===== src/rtl/pwm_ctrl_pkg.sv =====
// Shared types for the PWM profile scheduler: FSM states, profile entry layout
// and the reserved frequency code.
package pwm_ctrl_pkg;

    typedef enum logic [1:0] {
        S_IDLE,
        S_RUN,
        S_DRAIN
    } sched_state_t;

    // Widest dwell field the table can hold; DWELL_BITS must not exceed this.
    localparam int DWELL_W_MAX = 16;

    typedef struct packed {
        logic [3:0]             duty;
        logic [1:0]             freq;
        logic [DWELL_W_MAX-1:0] dwell;
    } profile_entry_t;

    localparam logic [1:0] FREQ_ILLEGAL = 2'd0;

endpackage


===== src/rtl/pwm_profile_table.sv =====
// Profile register file: one write port, two combinational read ports (entry 0
// and an addressed entry), per-entry valid bits and illegal-write detection.
module pwm_profile_table
    import pwm_ctrl_pkg::*;
#(
    parameter int N_STEPS    = 4,
    parameter int DWELL_BITS = 8,
    localparam int IDX_W     = $clog2(N_STEPS)
) (
    input  logic                  Clk,
    input  logic                  Rst,
    input  logic                  wr_en,
    input  logic [IDX_W-1:0]      wr_addr,
    input  logic [3:0]            wr_duty,
    input  logic [1:0]            wr_freq,
    input  logic [DWELL_BITS-1:0] wr_dwell,
    input  logic [IDX_W-1:0]      rd_addr,
    output profile_entry_t        rd_entry,
    output logic                  rd_valid,
    output profile_entry_t        rd0_entry,
    output logic                  rd0_valid,
    output logic                  wr_illegal
);

    profile_entry_t       entries [N_STEPS];
    logic [N_STEPS-1:0]   valid;
    profile_entry_t       wr_word;
    logic                 wr_legal;

    assign wr_legal   = wr_en && (wr_freq != FREQ_ILLEGAL);
    assign wr_illegal = wr_en && (wr_freq == FREQ_ILLEGAL);

    always_comb begin
        wr_word       = '0;
        wr_word.duty  = wr_duty;
        wr_word.freq  = wr_freq;
        wr_word.dwell[DWELL_BITS-1:0] = wr_dwell;
    end

    always_ff @(posedge Clk) begin
        if (!Rst) begin
            valid <= '0;
        end else if (wr_legal) begin
            valid[wr_addr] <= 1'b1;
        end
    end

    // Data needs no reset: it is never used while its valid bit is clear.
    always_ff @(posedge Clk) begin
        if (wr_legal) begin
            entries[wr_addr] <= wr_word;
        end
    end

    assign rd_entry  = entries[rd_addr];
    assign rd_valid  = valid[rd_addr];
    assign rd0_entry = entries[0];
    assign rd0_valid = valid[0];

endmodule


===== src/rtl/pwm_profile_scheduler.sv =====
// Steps the PWM generator through the programmed profile, switching settings
// only on period boundaries; owns the generator's enable, duty and frequency.
module pwm_profile_scheduler
    import pwm_ctrl_pkg::*;
#(
    parameter int N_STEPS    = 4,
    parameter int DWELL_BITS = 8,
    parameter int LOOP       = 0,
    localparam int IDX_W     = $clog2(N_STEPS)
) (
    input  logic                  Clk,
    input  logic                  Rst,
    input  logic                  start,
    input  logic                  stop,
    input  logic                  wr_en,
    input  logic [IDX_W-1:0]      wr_addr,
    input  logic [3:0]            wr_duty,
    input  logic [1:0]            wr_freq,
    input  logic [DWELL_BITS-1:0] wr_dwell,
    input  logic                  period_done,
    output logic                  pwm_en,
    output logic [3:0]            pwm_duty,
    output logic [1:0]            pwm_freq,
    output logic                  busy,
    output logic [IDX_W-1:0]      step_idx,
    output logic                  seq_done,
    output logic                  err
);

    sched_state_t          state_q, state_d;
    logic [DWELL_BITS-1:0] dwell_q, dwell_d;
    logic                  en_d;
    logic [3:0]            duty_d;
    logic [1:0]            freq_d;
    logic [IDX_W-1:0]      step_d;
    logic                  seq_done_d;
    logic                  start_err;
    logic                  err_d;
    logic                  busy_d;

    profile_entry_t        rd_entry, rd0_entry;
    logic                  rd_valid, rd0_valid;
    logic                  wr_illegal;
    logic [IDX_W:0]        next_idx;
    logic                  at_end;
    logic [DWELL_BITS-1:0] rd_dwell_ld, rd0_dwell_ld;

    pwm_profile_table #(
        .N_STEPS    (N_STEPS),
        .DWELL_BITS (DWELL_BITS)
    ) u_table (
        .Clk        (Clk),
        .Rst        (Rst),
        .wr_en      (wr_en),
        .wr_addr    (wr_addr),
        .wr_duty    (wr_duty),
        .wr_freq    (wr_freq),
        .wr_dwell   (wr_dwell),
        .rd_addr    (next_idx[IDX_W-1:0]),
        .rd_entry   (rd_entry),
        .rd_valid   (rd_valid),
        .rd0_entry  (rd0_entry),
        .rd0_valid  (rd0_valid),
        .wr_illegal (wr_illegal)
    );

    assign next_idx = {1'b0, step_idx} + 1'b1;
    assign at_end   = (next_idx == (IDX_W+1)'(N_STEPS)) || !rd_valid;

    // A zero dwell counts as one period; the full-width test covers the unused upper bits.
    assign rd_dwell_ld  = (rd_entry.dwell == '0)  ? DWELL_BITS'(1) : rd_entry.dwell[DWELL_BITS-1:0];
    assign rd0_dwell_ld = (rd0_entry.dwell == '0) ? DWELL_BITS'(1) : rd0_entry.dwell[DWELL_BITS-1:0];

    always_comb begin
        state_d    = state_q;
        dwell_d    = dwell_q;
        en_d       = pwm_en;
        duty_d     = pwm_duty;
        freq_d     = pwm_freq;
        step_d     = step_idx;
        seq_done_d = 1'b0;
        start_err  = 1'b0;

        unique case (state_q)
            S_IDLE: begin
                if (start) begin
                    if (rd0_valid) begin
                        duty_d  = rd0_entry.duty;
                        freq_d  = rd0_entry.freq;
                        dwell_d = rd0_dwell_ld;
                        step_d  = '0;
                        en_d    = 1'b1;
                        state_d = S_RUN;
                    end else begin
                        start_err = 1'b1;
                    end
                end
            end

            S_RUN: begin
                if (stop) begin
                    if (period_done) begin
                        en_d    = 1'b0;
                        state_d = S_IDLE;
                    end else begin
                        state_d = S_DRAIN;
                    end
                end else if (period_done) begin
                    if (dwell_q > DWELL_BITS'(1)) begin
                        dwell_d = dwell_q - DWELL_BITS'(1);
                    end else if (!at_end) begin
                        duty_d  = rd_entry.duty;
                        freq_d  = rd_entry.freq;
                        dwell_d = rd_dwell_ld;
                        step_d  = next_idx[IDX_W-1:0];
                    end else if (LOOP != 0) begin
                        duty_d  = rd0_entry.duty;
                        freq_d  = rd0_entry.freq;
                        dwell_d = rd0_dwell_ld;
                        step_d  = '0;
                    end else begin
                        en_d       = 1'b0;
                        seq_done_d = 1'b1;
                        state_d    = S_IDLE;
                    end
                end
            end

            S_DRAIN: begin
                if (period_done) begin
                    en_d    = 1'b0;
                    state_d = S_IDLE;
                end
            end

            default: begin
                en_d    = 1'b0;
                state_d = S_IDLE;
            end
        endcase

        err_d  = wr_illegal | start_err;
        busy_d = (state_d != S_IDLE);
    end

    always_ff @(posedge Clk) begin
        if (!Rst) begin
            state_q  <= S_IDLE;
            dwell_q  <= '0;
            pwm_en   <= 1'b0;
            pwm_duty <= 4'd0;
            pwm_freq <= 2'd1;
            step_idx <= '0;
            busy     <= 1'b0;
            seq_done <= 1'b0;
            err      <= 1'b0;
        end else begin
            state_q  <= state_d;
            dwell_q  <= dwell_d;
            pwm_en   <= en_d;
            pwm_duty <= duty_d;
            pwm_freq <= freq_d;
            step_idx <= step_d;
            busy     <= busy_d;
            seq_done <= seq_done_d;
            err      <= err_d;
        end
    end

endmodule


===== config.mk =====
export PLATFORM = sky130hd
export DESIGN_NAME = pwm_profile_scheduler
export DESIGN_NICKNAME = d
export VERILOG_FILES = /design/src/rtl/pwm_ctrl_pkg.sv /design/src/rtl/pwm_profile_table.sv /design/src/rtl/pwm_profile_scheduler.sv
export SDC_FILE = /design/constraint.sdc
export NUM_CORES = 1
export LEC_CHECK = 0
export BUFFER_PORTS_ARGS = -buffer_cell sky130_fd_sc_hd__buf_2
export CORE_MARGIN = 5
export CORE_UTILIZATION = 53
export CTS_CLUSTER_DIAMETER = 50
export DETAILED_ROUTE_END_ITERATION = 10
export PLACE_DENSITY = 0.74
export SYNTH_ARGS = -nofsm -noshare
export SYNTH_HDL_FRONTEND = slang
export SYNTH_SLANG_ARGS = --single-unit

===== constraint.sdc =====
create_clock -name Clk -period 2.6 [get_ports Clk]
set_clock_uncertainty 0.2 [all_clocks]
set_input_delay 0.78 -clock Clk [delete_from_list [all_inputs] [get_ports Clk]]
set_output_delay 0.78 -clock Clk [all_outputs]
set_load 0.1 [all_outputs]

==> results.sh <==
export IMPL_synth_edf_count=56
export IMPL_syn_nets=300
export IMPL_insertion_delay_ns=0.36
export IMPL_clkPwrFrac_pct=36.0
export IMPL_dpl_cell_count=388
export IMPL_num_io_pins=34
export IMPL_switching_power_uw=687.4
export IMPL_cts_sinks=82
export IMPL_num_vias=2479
export IMPL_tritoncts="done"
export IMPL_avgRoutedWirePerCell_um=18.58
export IMPL_antenna_found_initial=0
export IMPL_pre_cts_ws_ns=0.2168
export IMPL_postSynthAreaPerCell_um2=12.91
export IMPL_diodes=0
export IMPL_hold_start="pwm_freq[1]$_SDFFE_PN0P_"
export IMPL_seq_power_share_pct=54.9
export IMPL_initial_core_util_pct=55.29
export IMPL_relSlewSlack_pct=66.34
export IMPL_die_w_um=91.85
export IMPL_grt_pass1_wl_mm=11.98
export IMPL_pwr_density_cell_mw_per_mm2=650.5
export IMPL_cts_resized=0
export IMPL_instances_no_fill=404
export IMPL_drv_slew=0
export IMPL_ys_async_sr_fraction_pct=0
export IMPL_die_area_mm2=0.008436
export IMPL_hold_class="reg -> reg"
export IMPL_fin_crit_ns=2.460
export IMPL_ant_nets=0
export IMPL_core_mm2=0.006422
export IMPL_portBuffers=33
export IMPL_path_cells="buf_4, buf_2"
export IMPL_rsz0062_at_grt="no"
export IMPL_required_ns=1.62
export IMPL_nFillCells=473
export IMPL_worst_pin_slew_ns=0.5084
export IMPL_syn_to_final_growth_pct=15.82
export IMPL_cts_setup_buffers=0
export IMPL_firstDrtPassIters=4
export IMPL_groute_usage_overall_pct=18.44
export IMPL_hold_slack_ns=0.2787
export IMPL_critPathMaxFanout=22
export IMPL_ys_flop_type="edfxtp_1"
export IMPL_maxCapViolations=0
export IMPL_drive_gt1_share_pct=25.99
export IMPL_p_comb_share_pct=9.1
export IMPL_synth_seq_area_share_pct=62.02
export IMPL_viasPerCell=6.136
export IMPL_syn_area_mm2=0.003551
export IMPL_fp_dieH_um=91.85
export IMPL_peakVddDrop_uv=439.3
export IMPL_synth_cells=275
export IMPL_yosysWarnings=0
export IMPL_cts_hold_fix_buffers=0
export IMPL_netlist_cell_type_count=55
export IMPL_cts_root_buf="clkbuf_8"
export IMPL_drcViolationCount=0
export IMPL_row_count=29
export IMPL_numCtsBuffers=9
export IMPL_critPathLaunchType="register"
export IMPL_cp_end_kind="output pin"
export IMPL_layout_nets=347
export IMPL_internal_power_uw=1988
export IMPL_power_leakage_uw=0.001463
export IMPL_cts_clk_slew_worst_paths_ns=0.09
export IMPL_clk_path_buf_depth=2
export IMPL_setup_viol=0
export IMPL_routed_wl_mm=7.507
export IMPL_hpwl_mm=5.186
export IMPL_cp_startpoint="step_idx[0]$_SDFFE_PN0P_"
export IMPL_synth_seq_cells=82
export IMPL_p_sw_share_pct=25.70
export IMPL_gp_congestion=0.8424
export IMPL_arrival_ns=1.48
export IMPL_path_class="reg -> out"
export IMPL_drt_iter0_drc=194
export IMPL_overflow=0
export IMPL_cpMaxStageDelayCell="buf_2"
export IMPL_fin_crit_sh_pct=94.60
export IMPL_h_tree_depth=3
export IMPL_grt_pass1_vias=2384
export IMPL_hold_viol=0
export IMPL_fmax_ghz=0.4066
export IMPL_status="finished clean"
export IMPL_r2r_start="step_idx[0]$_SDFFE_PN0P_"
export IMPL_fin_ws_ns=0.1403
export IMPL_grt_max_degree=23
export IMPL_fin_setup_tns_ns=0
export IMPL_cp_slowest_stage_delay_ns=0.49
## layer usage
metal	GRT usage [%]	wire, um	vias to the layer above
met4	6.931	87	0
met2	28.41	3525	78
met1	25.47	3499	1213
met3	4.501	395	8
met5	0	0	-
li1	-	-	1180
## flip-flops by register name, indices dropped and copies added (netlist names), 2 cells and up
| name | count |
|---|---|
| dwell_q | 8 |
| u_table.valid | 4 |
| pwm_duty | 4 |
| state_q | 2 |
| step_idx | 2 |
| pwm_freq | 2 |
| u_table.entries | 56 |
## per-stage QoR
stage	instance area (um2)	util [%]	power, uW
floorplan	3558	-	1654
global placement	3904	60.78	1735
detailed placement	3904	60.78	1739
CTS	4113	64.04	2688
global route	4113	64.04	2784
finish	4113	64.04	2675
## cells by family (layout without fill, tap and decap cells)
kind of cell | count (synthesis) | after routing | synth area share [%]
muxes | 16 | 16 | 8.034
DFF | 82 | 82 | 62.02
buffers and inverters | 22 | 74 | 2.607
and+or+nand+nor | 75 | 75 | 11.42
AOI/OAI and AO/OA | 74 | 74 | 14.13
adders and majority gates | 3 | 3 | 1.057
xor gates and xnor gates | 3 | 3 | 0.7401
## cells in the mapped netlist, types with 5 or more instances
cell type  instances  area (um2)
a21oi_1           12       60.06
dfxtp_1           26       520.5
clkbuf_1          11       41.29
inv_1              6       22.52
o211ai_1           5       37.54
edfxtp_1          56        1682
o21ai_1           13       65.06
nor3_1             8       40.04
a31oi_1            9       56.30
nand2_1           14       52.55
o22ai_1            7       43.79
nor2_1            21       78.83
mux4_1             5       131.4
## worst paths after layout
kind / slack (ns) / cells past startpoint / end
setup / recovery: 0.14 / 2 / step_idx[0]
hold / removal: 0.28 / 2 / pwm_freq[1]$_SDFFE_PN0P_
setup reg to reg: 0.22 / 6 / dwell_q[0]$_SDFFE_PN0P_
hold reg to reg: 0.28 / 2 / pwm_freq[1]$_SDFFE_PN0P_
## area by class of cell
cell class / instances / area (um2) / area share, %
multi-input combinational: 171 / 1271 / 30.91
inverter: 7 / 26.28 / 0.6389
timing repair buffer: 51 / 300.3 / 7.301
tap: 77 / 96.34 / 2.343
clock inverter: 7 / 85.08 / 2.069
sequential: 82 / 2210 / 53.73
clock buffer: 9 / 123.9 / 3.012
## power by group through the flow
stage	Sequential (uW)	Combinational (uW)	Clock (uW)
after global placement	1500	238	0
after floorplan	1530	126	0
after CTS	1470	242	977
after detailed placement	1500	240	0
after global routing	1470	264	1050
final	1470	242	963
## worst max-delay path, delay by kind of cell, from the launching register on
kind | cells | cell delay, ns
flops | 1 | 0.35
buf+inv | 2 | 0.76
## placed cells by master, fill, tap and decap left out, types with 3 or more instances in the layout
master,n
nand2_1,14
o21ai_1,13
buf_4,18
edfxtp_1,56
a211oi_1,4
a2111o_1,4
dfxtp_1,24
nor3_1,7
mux2i_1,3
a31oi_1,9
o211ai_1,5
clkbuf_8,9
nand4_1,3
o22ai_1,7
o21ai_0,3
o31ai_1,3
mux4_2,3
mux4_1,5
ha_1,3
nor2_1,21
nor4_1,4
buf_2,33
mux2_2,4
a21oi_1,12
xnor2_1,3
or4_1,4
inv_1,6
Note: power is estimated with default switching activity, not from simulation.
